## config.mk

```make
export PLATFORM = sky130hd
export DESIGN_NAME = alu_result_stage
export DESIGN_NICKNAME = d
export VERILOG_FILES = /design/src/rtl/alu_result_stage.sv
export SDC_FILE = /design/constraint.sdc
export NUM_CORES = 1
export LEC_CHECK = 0
export BUFFER_PORTS_ARGS = -buffer_cell sky130_fd_sc_hd__buf_2
export CAP_MARGIN = 30
export CORE_ASPECT_RATIO = 1.5
export CORE_MARGIN = 5
export CORE_UTILIZATION = 54
export DETAILED_ROUTE_END_ITERATION = 12
export PLACE_DENSITY = 0.79
export REMOVE_ABC_BUFFERS = 1
export SYNTH_ARGS = -nofsm -noshare
export SYNTH_HDL_FRONTEND = slang
export SYNTH_SLANG_ARGS = --single-unit
```

## constraint.sdc

```tcl
create_clock -name clk -period 5.1 [get_ports clk]
set_input_delay 1.53 -clock clk [delete_from_list [all_inputs] [get_ports clk]]
set_output_delay 1.53 -clock clk [all_outputs]
set_load 0.005 [all_outputs]
```

## src/rtl/alu_result_stage.sv

```systemverilog
// Result stage after the ALU: buffers results in a small FIFO and drains them as one
// or two 32-bit beats, updating architectural HI/LO and the zero/negative flags on retirement.
module alu_result_stage #(
    parameter int DATA_WIDTH = 32,
    parameter int SEL_WIDTH  = 16,
    parameter int DEPTH      = 2
) (
    input  logic                         clk,
    input  logic                         rst_n,
    input  logic                         in_valid,
    output logic                         in_ready,
    input  logic [SEL_WIDTH-1:0]         alu_sel,
    input  logic [DATA_WIDTH-1:0]        z_high,
    input  logic [DATA_WIDTH-1:0]        z_low,
    output logic                         out_valid,
    input  logic                         out_ready,
    output logic [DATA_WIDTH-1:0]        out_data,
    output logic                         out_last,
    output logic                         out_is_high,
    output logic [DATA_WIDTH-1:0]        hi_reg,
    output logic [DATA_WIDTH-1:0]        lo_reg,
    output logic                         flag_zero,
    output logic                         flag_neg,
    output logic [$clog2(DEPTH+1)-1:0]   count
);

    localparam int CW = $clog2(DEPTH + 1);
    localparam int PW = (DEPTH > 1) ? $clog2(DEPTH) : 1;
    localparam logic [CW-1:0] FULL_COUNT = CW'(DEPTH);
    localparam logic [PW-1:0] LAST_PTR   = PW'(DEPTH - 1);
    localparam logic [SEL_WIDTH-1:0] SEL_MUL = SEL_WIDTH'(14);
    localparam logic [SEL_WIDTH-1:0] SEL_DIV = SEL_WIDTH'(15);

    logic [SEL_WIDTH-1:0]  r_memSel  [DEPTH];
    logic [DATA_WIDTH-1:0] r_memHigh [DEPTH];
    logic [DATA_WIDTH-1:0] r_memLow  [DEPTH];

    logic [PW-1:0]         r_wrPtr;
    logic [PW-1:0]         r_rdPtr;
    logic [CW-1:0]         r_count;
    logic                  r_phase;
    logic [DATA_WIDTH-1:0] r_hiReg;
    logic [DATA_WIDTH-1:0] r_loReg;
    logic                  r_flagZero;
    logic                  r_flagNeg;

    logic [SEL_WIDTH-1:0]  w_headSel;
    logic [DATA_WIDTH-1:0] w_headHigh;
    logic [DATA_WIDTH-1:0] w_headLow;
    logic                  w_valid;
    logic                  w_headMulDiv;
    logic                  w_last;
    logic                  w_push;
    logic                  w_beat;
    logic                  w_pop;

    assign w_headSel    = r_memSel[r_rdPtr];
    assign w_headHigh   = r_memHigh[r_rdPtr];
    assign w_headLow    = r_memLow[r_rdPtr];
    assign w_valid      = (r_count != '0);
    assign w_headMulDiv = (w_headSel == SEL_MUL) || (w_headSel == SEL_DIV);
    assign w_last       = w_headMulDiv ? r_phase : 1'b1;

    // Outputs come only from registered state, so nothing from in_* reaches out_* combinationally.
    assign in_ready    = (r_count < FULL_COUNT);
    assign out_valid   = w_valid;
    assign out_last    = w_valid & w_last;
    assign out_is_high = w_valid & w_headMulDiv & r_phase;
    assign out_data    = !w_valid ? '0 : ((w_headMulDiv && r_phase) ? w_headHigh : w_headLow);

    assign w_push = in_valid & in_ready;
    assign w_beat = w_valid & out_ready;
    assign w_pop  = w_beat & w_last;

    assign hi_reg    = r_hiReg;
    assign lo_reg    = r_loReg;
    assign flag_zero = r_flagZero;
    assign flag_neg  = r_flagNeg;
    assign count     = r_count;

    // Entry storage needs no reset: only slots covered by count are ever read out.
    always_ff @(posedge clk) begin
        if (w_push) begin
            r_memSel[r_wrPtr]  <= alu_sel;
            r_memHigh[r_wrPtr] <= z_high;
            r_memLow[r_wrPtr]  <= z_low;
        end
    end

    always_ff @(posedge clk or negedge rst_n) begin
        if (!rst_n) begin
            r_wrPtr <= '0;
            r_rdPtr <= '0;
            r_count <= '0;
            r_phase <= 1'b0;
        end else begin
            if (w_push) begin
                r_wrPtr <= (r_wrPtr == LAST_PTR) ? '0 : r_wrPtr + PW'(1);
            end
            if (w_pop) begin
                r_rdPtr <= (r_rdPtr == LAST_PTR) ? '0 : r_rdPtr + PW'(1);
            end
            if (w_beat) begin
                r_phase <= ~w_last;
            end
            case ({w_push, w_pop})
                2'b10:   r_count <= r_count + CW'(1);
                2'b01:   r_count <= r_count - CW'(1);
                default: r_count <= r_count;
            endcase
        end
    end

    // Architectural state changes on the same edge that pops the retiring entry.
    always_ff @(posedge clk or negedge rst_n) begin
        if (!rst_n) begin
            r_hiReg    <= '0;
            r_loReg    <= '0;
            r_flagZero <= 1'b0;
            r_flagNeg  <= 1'b0;
        end else if (w_pop) begin
            if (w_headMulDiv) begin
                r_hiReg    <= w_headHigh;
                r_loReg    <= w_headLow;
                r_flagZero <= ({w_headHigh, w_headLow} == '0);
                r_flagNeg  <= w_headHigh[DATA_WIDTH-1];
            end else begin
                r_flagZero <= (w_headLow == '0);
                r_flagNeg  <= w_headLow[DATA_WIDTH-1];
            end
        end
    end

endmodule

```

# Word-level counts from Yosys, hierarchy flattened
# Memory sizes are Yosys's and may differ from the RTL's.
# Index checks and enable logic that the tools add are counted.
# totals
elab_cells,44
mem_bits_rw,160
mem_count,3
ff_bits,71
in_bits,84
output_inout_bits,104
# op_classes
n_lt_le_gt_ge,1
mux,10
n_eq_ne,4
n_addsub,4
n_reduce_logical,7
n_bitwise,7
# mem_list
memory,words,width,rd,rd_ports_with_merged_regs,write_ports,line_no,rtl
r_memHigh,2,32,1,0,1,35,logic [DATA_WIDTH-1:0] r_memHigh [DEPTH];
r_memLow,2,32,1,0,1,36,logic [DATA_WIDTH-1:0] r_memLow [DEPTH];
r_memSel,2,16,1,0,1,34,logic [SEL_WIDTH-1:0] r_memSel [DEPTH];
# ops
operator,count
64-bit logical NOT,1
32-bit two-way mux,2
16-bit by 4-bit == test with 1-bit output (second input constant),2
32-bit logical NOT,1
1-bit two-way mux,7
1-bit AND,6
2-bit case mux with 2 select lines,1
2-bit nonzero test,2
1-bit adder (second input constant),2
2-bit by 1-bit adder with 2-bit output (second input constant),1
2-bit by 1-bit == test with 1-bit output (second input constant),1
2-bit == test (second input constant),1
2-bit less-than comparator (second input constant),1
2-bit AND reduction,1
2-bit by 1-bit subtractor with 2-bit output (second input constant),1
1-bit logical AND,1
1-bit logical OR,1
1-bit inverter,1

# Logic depth before layout (Yosys ltp)
# Gate-level depths: netlist of the first run.
# An unclocked memory read counts as a cell.
# logic_depth
depth_word,7
mapped_depth,10
ltp_nobuf,9

# Least setup slack after synthesis of the first run
# OpenSTA, ideal clock, no wires.
# synth_timing
path_type,input port to flip-flop
from,input port in_valid
to,memory r_memHigh[0][0] (enable)
t_required_ns,4.583
setup_slack_ns,-0.343
n_path_buf,0
setup_time_ns,0.517
arrival_ns,4.927
stages,2
path_cell_list,nand2_1 nor2_1
# synth_via
elab_chain_len,3
# synth_lines
item,line_no,rtl
from (decl),10,"input logic in_valid,"
1-bit AND,71,assign w_push = in_valid & in_ready;
1-bit two-way mux,83,if (w_push) begin
1-bit two-way mux (implied by the code),85,r_memHigh[r_wrPtr] <= z_high;
to (decl),35,
# No other way between the ends.

# Worst setup path after layout of the first run
# layout_timing
from,memory r_memSel[0][4]
to,output port out_data[17]
# layout_via
elab_chain_len,6
elab_cells_between_ends,7
classes_between,eq/ne (2); mux (2); reduce/logical (2); memory (1)
# layout_lines
item,line_no,rtl
from (decl),34,
memory 2 x 16 bit (*),--,
16-bit by 4-bit == test with 1-bit output,61,assign w_headMulDiv = (w_headSel == SEL_MUL) || (w_headSel == SEL_DIV);
1-bit logical OR (*),61,
1-bit logical AND (*),69,assign out_data = !w_valid ? '0 : ((w_headMulDiv && r_phase) ? w_headHigh : w_headLow);
32-bit two-way mux (*) (2 in a row),69,
to (decl),17,"output logic [DATA_WIDTH-1:0] out_data,"
# Mark *: on every way between the ends. The rest lies on a longest branch, timed or not.

==> metrics.md, run 1 <==
| Metric | Value |
|---|---|
| Post-synthesis async set-or-reset flop share | `31.00%` |
| Number of enable flip-flop cells after synthesis | `158` |
| Clk pwr share | `31.4%` |
| WL per Instance | `21.14 µm` |
| CTS tree | `built` |
| Layout area overhead | `21.13%` |
| Post-place setup slack | `1077 ps` |
| Clock tree root driver cell | `clkbuf_16` |
| Switching Share | `~28%` |
| Worst path required time | `3570 ps` |
| PortBufs | `186` |
| Post-CTS Setup Bufs | `0` |
| Registers with the most flip-flops | `r_memHigh x64, r_memLow x64` |
| Clk_lat worst skew | `roughly 500 ps` |
| Cell area after layout | `10,850 µm²` |
| Period utilization | `88.33%` |
| Final global-route overflow total | `0` |
| Hold Path Class | `flip-flop to flip-flop` |
| Crit end category | `output pin` |
| Initial antenna violation count | `2` |
| Drt first-iter violations | `415` |
| Achievable Freq | `0.2220 GHz` |
| Total number of vias | `5,862` |
| Ys Warns | `0` |
| Fin worst setup slack | `595.0 ps` |
| Post-Syn Instances | `616` |
| Initial Util | `55.09%` |
| P_leak | `0.004618 µW` |
| Min cycle time layout | `between 4000 and 5000 ps` |
| Largest net degree at the start of global routing | `81` |
| CP arrival | `~3000 ps` |
| Via density | `around 5.7` |
| Vias in the first global route | `6,036` |
| Worst-margin pin slew | `around 970 ps` |
| Comb pwr share | `approximately 22%` |
| Die Area | `a little under 20,000 µm²` |
| H-Tree Depth | `1` |
| CTS Buf Count | `21` |
| Final setup violation count | `0` |
| Area after DPL | `10,070 µm²` |
| Max clock buf depth | `3` |
| Nets | `885` |
| Row cnt | `57` |
| Sink Count | `229` |
| First-pass iteration count of the detailed router | `5` |
| Sequential share of the synthesized area | `72.80%` |
| WHS | `472.4 ps` |
| Top_reg_cell synth | `edfxtp_1` |
| Clock slew at reported path FFs | `approximately 60 ps` |
| Switching power | `between 1000 and 1500 µW` |
| Die width | `about 120 µm` |
| Relative slew slack | `34.99%` |
| ANT nets after route | `0` |
| HPWL after DPL | `14,940 µm` |
| RSZ-0062 raised after global routing | `no` |
| R2R Setup Slk | `1920 ps` |
| Syn_area_per_cell | `14.54 µm²` |
| Core area | `16,260 µm²` |
| Post-CTS resize count | `0` |
| Synthesized area | `8957 µm²` |
| GR Util All Layers | `around 22%` |
| Sequential Power Share | `46.3%` |
| Final hold vios | `0` |
| # IOs | `188` |
| Status | `complete, no violations` |
| Critical Path Fanout Max | `35` |
| First-pass GRT wire length | `32,800 µm` |
| Critical path class | `flip-flop to output pin` |
| Share of cells above drive strength 1 | `about 29%` |
| CTS Hold Bufs | `0` |
| Slew Viols, Final | `0` |
| Peak supply drop | `roughly 0.43 mV` |
| Clock skew | `7.528 ps` |
| Final WL | `21,600 µm` |
| PD cells | `around 480 nW/µm²` |
| P_int | `3732 µW` |
| Yosys cell types | `40` |
| Yosys reg bits | `around 230` |
| DRC | `0` |
| CP startpoint kind | `flip-flop` |
| GPL Wtd Cong | `just under 0.9` |
| MaxCap Viol Count | `0` |
| DIE HEIGHT | `167.7 µm` |
metrics by stage:
stage | setup TNS [ps] | total power (µW) | util (%) | instances
2_1_floorplan | -59210 | 3146 | - | 581
3_3_place_gp | 0 | 3537 | 61.77 | 980
3_5_place_dp | 0 | 3590 | 61.94 | 981
4_1_cts | 0 | 5218 | 66.36 | 1018
5_1_grt | 0 | 5416 | 66.73 | 1022
6_report | 0 | 5193 | 66.73 | 1022
worst max-delay path: stages (launching register included):
cell and delay (ps):
edfxtp_1 360, nor4_1 340, nand4_1 210, a221oi_4 360
nand2_2 550, a211oi_1 490, buf_2 180
routing by layer:
metal | share of wire [%] | track usage [%] | routed length, µm
met1 | 36 | 26.82 | 7812
met5 | 0 | 0 | 0
met2 | 54 | 38.84 | 11590
met3 | 6.5 | 3.105 | 1414
met4 | 3.7 | 9.448 | 789
synth_stat cells (all sizes together), types with 3 or more instances:
| cell | count | area share, % |
|---|---|---|
| a211oi | 32 | 2.7 |
| mux2i | 63 | 7.0 |
| inv | 4 | 0.17 |
| nor4 | 27 | 1.9 |
| xnor2 | 4 | 0.39 |
| nor3 | 5 | 0.28 |
| buf | 14 | 1.1 |
| dfrtp | 71 | 20 |
| nand4 | 6 | 0.42 |
| clkbuf | 21 | 0.88 |
| nor2 | 14 | 0.59 |
| or4 | 3 | 0.25 |
| nor4b | 3 | 0.29 |
| nand2 | 73 | 3.1 |
| and3 | 32 | 2.2 |
| o21ai | 64 | 3.6 |
| edfxtp | 158 | 53 |
kinds of logic (layout without fill, tap and decap cells):
kind of cell / count (synthesis) / after routing / share of synthesized area, %
buffers and inverters: 39 / 237 / 2.179
muxes: 65 / 65 / 7.333
DFF: 229 / 229 / 72.80
adders and majority gates: 1 / 1 / 0.1397
AOI/OAI and AO/OA: 106 / 106 / 7.236
other: 0 / 2 / 0
xor gates and xnor gates: 5 / 5 / 0.4889
and+or+nand+nor: 171 / 171 / 9.820
final cells by class:
class,count,area (µm²)
repair buffers,196,1069
multi-input cells,348,2261
inverters,4,15.01
well taps,206,257.7
clock buffers,27,569.3
diodes,2,5.005
flip-flops and latches,229,6525
clock inverters,10,148.9
fillers,1192,5410
power by group through the flow:
stage          Sequential [µW]  Combinational (µW)  Clock, µW
6_report                  2410                1150       1630
5_1_grt                   2430                1260       1730
4_1_cts                   2410                1150       1660
3_5_place_dp              2440                1150          0
3_3_place_gp              2430                1110          0
2_1_floorplan             2530                 620          0
cell usage in the layout, fill, tap and decap left out, drive strengths merged, types with 3 or more instances in the layout:
master / netlist / final
mux2i: 63 / 63
buf: 14 / 196
o21ai: 64 / 64
nor4b: 3 / 3
clkbuf: 21 / 27
a211oi: 32 / 32
nor3: 5 / 5
dfrtp: 71 / 71
and3: 32 / 32
xnor2: 4 / 4
nand2: 73 / 73
nand4: 6 / 6
clkinv: 0 / 5
bufinv: 0 / 4
edfxtp: 158 / 158
nor4: 27 / 27
or4: 3 / 3
inv: 4 / 4
nor2: 14 / 14
final timing paths:
check / startpoint / endpoint / depth (start not counted)
max reg2reg: r_memSel[0][4] / hi_reg[14] / 8
min: lo_reg[27] / lo_reg[27] / 2
min reg2reg: lo_reg[27] / lo_reg[27] / 2
max: r_memSel[0][4] / out_data[17] / 6
min in group asynchronous: rst_n / count[1] / 1
max in group asynchronous: rst_n / r_rdPtr / 2
Power figures use the tool's default switching activity.
==> inputs of run 2 (changes only) <==
--- a/config.mk
+++ b/config.mk
@@ -9,9 +9,10 @@
 export CAP_MARGIN = 30
 export CORE_ASPECT_RATIO = 1.5
 export CORE_MARGIN = 5
-export CORE_UTILIZATION = 54
+export CORE_UTILIZATION = 49
+export CTS_CLUSTER_DIAMETER = 50
 export DETAILED_ROUTE_END_ITERATION = 12
-export PLACE_DENSITY = 0.79
+export PLACE_DENSITY = 0.76
 export REMOVE_ABC_BUFFERS = 1
 export SYNTH_ARGS = -nofsm -noshare
 export SYNTH_HDL_FRONTEND = slang
==> constraint.sdc (replaced) <==
create_clock -name clk -period 4 [get_ports clk]
set_input_delay 1.2 -clock clk [delete_from_list [all_inputs] [get_ports clk]]
set_output_delay 1.2 -clock clk [all_outputs]
set_load 0.005 [all_outputs]
==> run 2 against run 1 <==
Critical path depth is 1 higher. Via count shrank 1.3%. Critical endpoint is now out_data[21]. Die area grew 9.4%. Flip-flop and latch count unchanged. Non-clock buffer count rose by 3.
==> metrics.md, run 2 (synthesis gave the netlist of run 1 again) <==
| Metric | Value |
|---|---|
| Placed cells | `996 (+1.5%)` |
| Critical path class | `flip-flop to output pin` |
| PD cells | `612.6 nW/µm² (+28%)` |
| Row cnt | `60 (+5.3%)` |
| HPWL after DPL | `14,870 µm (-0.44%)` |
| First-pass GRT wire length | `32,420 µm (-1.2%)` |
| CP arrival | `2560 ps (-410 ps)` |
| Max incr delay on CP | `390 ps (-160 ps)` |
| Worst-margin pin slew | `834.5 ps (-138.3 ps)` |
| CTS tree | `built` |
| Clock tree root driver cell | `clkbuf_16` |
| Hold Path Class | `flip-flop to flip-flop` |
| Clk_lat worst skew | `500 ps (about the same)` |
| Die width | `120.4 µm (+4.5%)` |
| P_leak | `0.004670 µW (+1.1%)` |
| Initial antenna violation count | `1 (-1)` |
| Sink Count | `229 (unchanged)` |
| Worst Path Buf+Inv | `2 (+1)` |
| DIE HEIGHT | `175.6 µm (+4.7%)` |
| First-pass iteration count of the detailed router | `5 (unchanged)` |
| Worst path required time | `2800 ps (-770 ps)` |
| RSZ-0062 raised after global routing | `no` |
| Period utilization | `94.09%` |
| Min cycle time layout | `between 3000 and 4000 ps` |
| Drt first-iter violations | `334 (-20%)` |
| Post-CTS Setup Bufs | `0 (unchanged)` |
| WL per Instance | `20.54 µm (-2.8%)` |
| Nets | `889 (+0.45%)` |
| Peak supply drop | `0.5260 mV (+23%)` |
| Status | `complete, no violations` |
| DRC | `0 (unchanged)` |
| Worst path cell trace | `nor4_2 -> nand4_1 -> a221oi_4 -> nand2_2 -> buf_4 -> a211oi_1 -> buf_2` |
| CP startpoint kind | `flip-flop` |
| Clock slew at reported path FFs | `60 ps (about the same)` |
| Clock skew | `8.575 ps (+1.047 ps)` |
| Initial Util | `49.92% (-5.2 points)` |
| Final hold vios | `0 (unchanged)` |
| Vias in the first global route | `5,960 (-1.3%)` |
| Commonest non-fill, non-tap cell in the layout | `buf_2` |
| Finished Layout Cells | `1,038 (+1.6%)` |
| R2R Setup Slk | `1320 ps (-600 ps)` |
| Core area | `17,940 µm² (+10%)` |
| Final setup violation count | `0 (unchanged)` |
| Largest net degree at the start of global routing | `83 (+2.5%)` |
| H-Tree Depth | `1 (unchanged)` |
| CTS Buf Count | `22 (+4.8%)` |
| Layout area overhead | `22.38%` |
| Commonest cells after routing, fill and taps aside | `185 x buf_2, 158 x edfxtp_1, 72 x nand2_1` |
| CP top delay family | `compound AO/OA/AOI/OAI gates` |
| Max clock buf depth | `3 (unchanged)` |
| Relative slew slack | `44.31% (+9.3 points)` |
| GR Util All Layers | `19.94% (-2.1 points)` |
| Critical Path Fanout Max | `21 (-40%)` |
| Share of cells above drive strength 1 | `30.61% (+1.7 points)` |
| Crit end category | `output pin` |
| Achievable Freq | `0.2657 GHz` |
| Die Area | `21,140 µm² (+9.4%)` |
| Final global-route overflow total | `0 (unchanged)` |
| PortBufs | `186 (unchanged)` |
| Final WL | `21,320 µm (-1.3%)` |
| CTS Hold Bufs | `0 (unchanged)` |
| Area after DPL | `10,130 µm² (+0.56%)` |
| Via density | `5.573 (-2.8%)` |
| Registers with the most flip-flops | `r_memHigh x64, r_memLow x64` |
| Slowest cell on the critical path | `a221oi_4` |
| Cell area after layout | `10,960 µm² (+1.0%)` |
| ANT nets after route | `0 (unchanged)` |
| Fill cells | `1,382 (+16%)` |
| Seq. cell area | `6525 µm² (unchanged)` |
| MaxCap Viol Count | `0 (unchanged)` |
| # IOs | `188 (unchanged)` |
| Slew Viols, Final | `0 (unchanged)` |
| Area taken by multi-input logic gates | `2287 µm² (+1.2%)` |
| Total number of vias | `5,785 (-1.3%)` |
| GPL Wtd Cong | `0.7970 (-8.7%)` |
[run 2: final timing paths]
| check | start | to | cells after the start |
|---|---|---|---|
| worst max-delay path | r_memSel[0][4] | out_data[21] | 7 |
| worst min-delay path | hi_reg[11] | hi_reg[11] | 2 |
| worst max register to register | r_memSel[0][4] | hi_reg[5] | 8 |
| worst min register to register | hi_reg[11] | hi_reg[11] | 2 |
| max in group asynchronous | rst_n | lo_reg[6] | 2 |
| min in group asynchronous | rst_n | lo_reg[1] | 1 |
[run 2: repair_timing]
action | in CTS | in global routing
endpoints found under the setup margin | 0 | 6
endpoints found under the hold margin | 0 | 0
gates resized for setup | 0 | 6
[run 2: cell type report]
type / instances / share of cell area [%]
sequential: 229 / 59.52
antenna: 1 / 0.02283
timing repair buffer: 199 / 9.930
multi-input combinational: 348 / 20.87
clock inverter: 17 / 1.792
inverter: 4 / 0.1370
clock buffer: 23 / 5.251
tap: 217 / 2.477
[run 2: per-stage QoR]
| stage | setup TNS [ps] | utilization, % | power, µW | setup WS (ps) | hold slack (ps) |
|---|---|---|---|---|---|
| final | 0 | 61.09 | 6715 | 236.5 | 472.6 |
| after global routing | 0 | 61.09 | 7019 | 45.54 | 487.6 |
| after CTS | 0 | 60.75 | 6756 | 86.33 | 478.2 |
| after detailed placement | 0 | 56.45 | 4598 | 677.5 | 464.4 |
| after global placement | 0 | 56.45 | 4562 | 637.8 | 455.2 |
| after floorplan | -209690 | - | 4011 | -1732 | 461.5 |
[run 2: where the power goes]
part / total (µW) / switching (µW) / internal [µW] / leakage [µW]
logic: 1490 / 910 / 583 / 0.00187
registers: 3060 / 148 / 2920 / 0.00243
clock network: 2160 / 848 / 1310 / 0.000375
[run 2: per-layer routing]
metal	track usage (%)	share of wire [%]	up-vias
li1	-	-	2729
met1	23.36	38	2802
met2	36.37	53	207
met3	2.706	5.3	47
met4	8.459	3.7	0
met5	0	0	-
[run 2: tightest hold or removal path, stage by stage, from the launching register on]
cell and delay [ps]:
dfrtp_1 340, nand2_1 50, o21ai_0 60
==> inputs of run 3 (changes only) <==
--- a/config.mk
+++ b/config.mk
@@ -12,7 +12,7 @@
 export CORE_UTILIZATION = 49
 export CTS_CLUSTER_DIAMETER = 50
 export DETAILED_ROUTE_END_ITERATION = 12
-export PLACE_DENSITY = 0.76
+export PLACE_DENSITY = 0.78
 export REMOVE_ABC_BUFFERS = 1
 export SYNTH_ARGS = -nofsm -noshare
 export SYNTH_HDL_FRONTEND = slang
==> run 3 against run 2 <==
Die area unchanged. Clock power decreased by 6%. Register-to-register slack got worse by 150 ps. Combinational power about the same. First-iteration DRC count increased by 30%. Largest power group unchanged. Worst hold slack about the same. Wire length increased by 0.46%. Cell count decreased by 0.39%. Non-clock buffer count decreased by 2. Cell area decreased by 0.95%. Sequential share of layout area increased by 0.57 points.
==> metrics.md, run 3 (synthesis gave the netlist of run 1 again) <==
| Metric | Value |
|---|---|
| Status | `complete, no violations` |
| Worst Hold Depth | `2 (unchanged)` |
| Peak supply drop | `0.3961 mV (-25%)` |
| Switching Share | `28.86% (+0.47 points)` |
| Worst-margin pin slew | `661.6 ps (-172.9 ps)` |
| PD cells | `605.6 nW/µm² (-1.1%)` |
| Row cnt | `60 (unchanged)` |
| Clk_lat worst skew | `500 ps (about the same)` |
| Final WL | `21,410 µm (+0.46%)` |
| Critical Path Fanout Max | `35 (+67%)` |
| Final hold vios | `0 (unchanged)` |
| Achievable Freq | `0.2566 GHz (-3.4%)` |
| Commonest cells after routing, fill and taps aside | `185 x buf_2, 158 x edfxtp_1, 72 x nand2_1` |
| Clk pwr share | `30.7% (-1.4 points)` |
| Final Power | `6576 µW (-2.1%)` |
| R2R Setup Slk | `1170 ps (-150 ps)` |
| DIE HEIGHT | `175.6 µm (unchanged)` |
| CP startpoint kind | `flip-flop` |
| Clock tree root driver cell | `clkbuf_16` |
| M1 WL | `8231 µm (+2.7%)` |
| DRC | `0 (unchanged)` |
| CTS Hold Bufs | `0 (unchanged)` |
| Clock slew at reported path FFs | `60 ps (about the same)` |
| HP Start | `lo_reg[20]` |
| CTS tree | `built` |
| Max clock buf depth | `3 (unchanged)` |
| WL per Instance | `20.71 µm (+0.84%)` |
| Relative slew slack | `55.79% (+11 points)` |
| WHS Endpoint | `lo_reg[20]` |
| Min cycle time layout | `3897 ps (+133.9 ps)` |
| P_int | `4678 µW (-2.7%)` |
| Post-place setup slack | `598.4 ps (-79.18 ps)` |
| H-Tree Depth | `1 (unchanged)` |
| Commonest non-fill, non-tap cell in the layout | `buf_2` |
| Vias in the first global route | `6,093 (+2.2%)` |
| GR Util All Layers | `20.02% (+0.083 points)` |
| Critical path class | `flip-flop to output pin` |
| MaxCap Viol Count | `0 (unchanged)` |
| Clock skew | `13.65 ps (+5.077 ps)` |
| HPWL after DPL | `15,170 µm (+2.0%)` |
| Finished Core Util | `60.52% (-0.58 points)` |
| Seq. cell area | `6525 µm² (unchanged)` |
| Cell area after layout | `10,860 µm² (-0.95%)` |
| Fin worst setup slack | `102.6 ps (-133.9 ps)` |
| Slew Viols, Final | `0 (unchanged)` |
| Drt first-iter violations | `434 (+30%)` |
| RSZ-0062 raised after global routing | `yes` |
| CP arrival | `2700 ps (+140 ps)` |
| CTS Buf Count | `21 (-4.5%)` |
| Sink Count | `229 (unchanged)` |
| Period utilization | `97.43% (+3.3 points)` |
| Final global-route overflow total | `0 (unchanged)` |
| # IOs | `188 (unchanged)` |
| Reg-to-reg startpoint | `r_memSel[0][4]` |
| Comb pwr share | `22.7% (+0.5 points)` |
| Crit end category | `output pin` |
| R2R depth | `8 (unchanged)` |
| R2r endpoint | `lo_reg[11]` |
| First-pass GRT wire length | `32,860 µm (+1.4%)` |
| Sequential Power Share | `46.7% (+1.1 points)` |
| Met3 Wirelength | `1017 µm (-10%)` |
| Initial Util | `49.92% (unchanged)` |
| DR top layer | `met4` |
| Area after DPL | `10,140 µm² (about the same)` |
| ANT nets after route | `0 (unchanged)` |
| Registers with the most flip-flops | `r_memHigh x64, r_memLow x64` |
| GPL Wtd Cong | `0.8626 (+8.2%)` |
| Nets | `886 (-0.34%)` |
| Die width | `120.4 µm (unchanged)` |
| Via density | `5.565 (-0.15%)` |
| PortBufs | `186 (unchanged)` |
| Layout area overhead | `21.22%` |
| Fill cells | `1,367 (-1.1%)` |
| P_leak | `0.004623 µW (-1.0%)` |
| Share of cells above drive strength 1 | `29.78% (-0.83 points)` |
| Die Area | `21,140 µm² (unchanged)` |
| Largest net degree at the start of global routing | `83 (unchanged)` |
| Worst path required time | `2800 ps (about the same)` |
| Switching power | `1898 µW (-0.45%)` |
| Area taken by multi-input logic gates | `2276 µm² (-0.49%)` |
| Initial antenna violation count | `1 (unchanged)` |
| Final setup violation count | `0 (unchanged)` |
| Hold Path Class | `flip-flop to flip-flop` |
| Finished Layout Cells | `1,034 (-0.39%)` |
| Core area | `17,940 µm² (unchanged)` |
| First-pass iteration count of the detailed router | `4 (-1)` |
| Total number of vias | `5,754 (-0.54%)` |
| Met2 wire length | `11,480 µm (+0.80%)` |
| Placed cells | `995 (-0.10%)` |
==> run 3: what timing repair did <==
action | CTS | global route
buffers inserted | 0 | 0
gates resized for setup | 0 | 4
endpoints found under the setup margin | 0 | 9
==> run 3: worst max path at each step <==
stage | start | end | slack [ps]
2_1_floorplan | r_rdPtr | out_data[0] | -1730
3_3_place_gp | r_memSel[0][5] | out_data[24] | 660
3_5_place_dp | r_memSel[0][4] | out_data[24] | 600
4_1_cts | r_memSel[0][4] | out_data[24] | 70
5_1_grt | r_memSel[0][4] | out_data[23] | -6
6_report | r_memSel[0][4] | out_data[26] | 100
==> run 3: layout make-up <==
type	count	area share, %
Sequential cell	229	60.09
Multi-Input combinational cell	348	20.96
Timing Repair Buffer	197	9.853
Clock buffer	24	5.036
Tap cell	217	2.501
Clock inverter	14	1.394
Inverter	4	0.1383
Antenna cell	1	0.02305
==> run 3: metrics by stage <==
stage                     TNS (ps)  hold WS, ps
final                            0        473.0
after global routing        -12.71        496.4
after CTS                        0        478.6
after detailed placement         0        464.3
after global placement           0        455.9
after floorplan            -209690        461.5
==> run 3: power by group through the flow <==
| stage | clock [µW] | combinational [µW] | sequential (µW) |
|---|---|---|---|
| floorplan | 0 | 790 | 3220 |
| finish | 2020 | 1490 | 3070 |
| global placement | 0 | 1480 | 3100 |
| detailed placement | 0 | 1500 | 3110 |
| CTS | 2060 | 1500 | 3070 |
| global route | 2170 | 1620 | 3090 |
==> run 3: per-layer routing <==
metal  vias to the layer above  track usage (%)
li1                       2725                -
met1                      2812            23.72
met2                       171            37.02
met3                        46            2.835
met4                         0            6.758
met5                         -                0
==> run 3: critical path, cell delays in order, from the launching register on <==
cell and delay, ps:
edfxtp_1 360, nor4_1 350, nand4_1 220, a221oi_4 370, nand2_2 70, buf_4 280, a211oi_1 350, buf_2 180
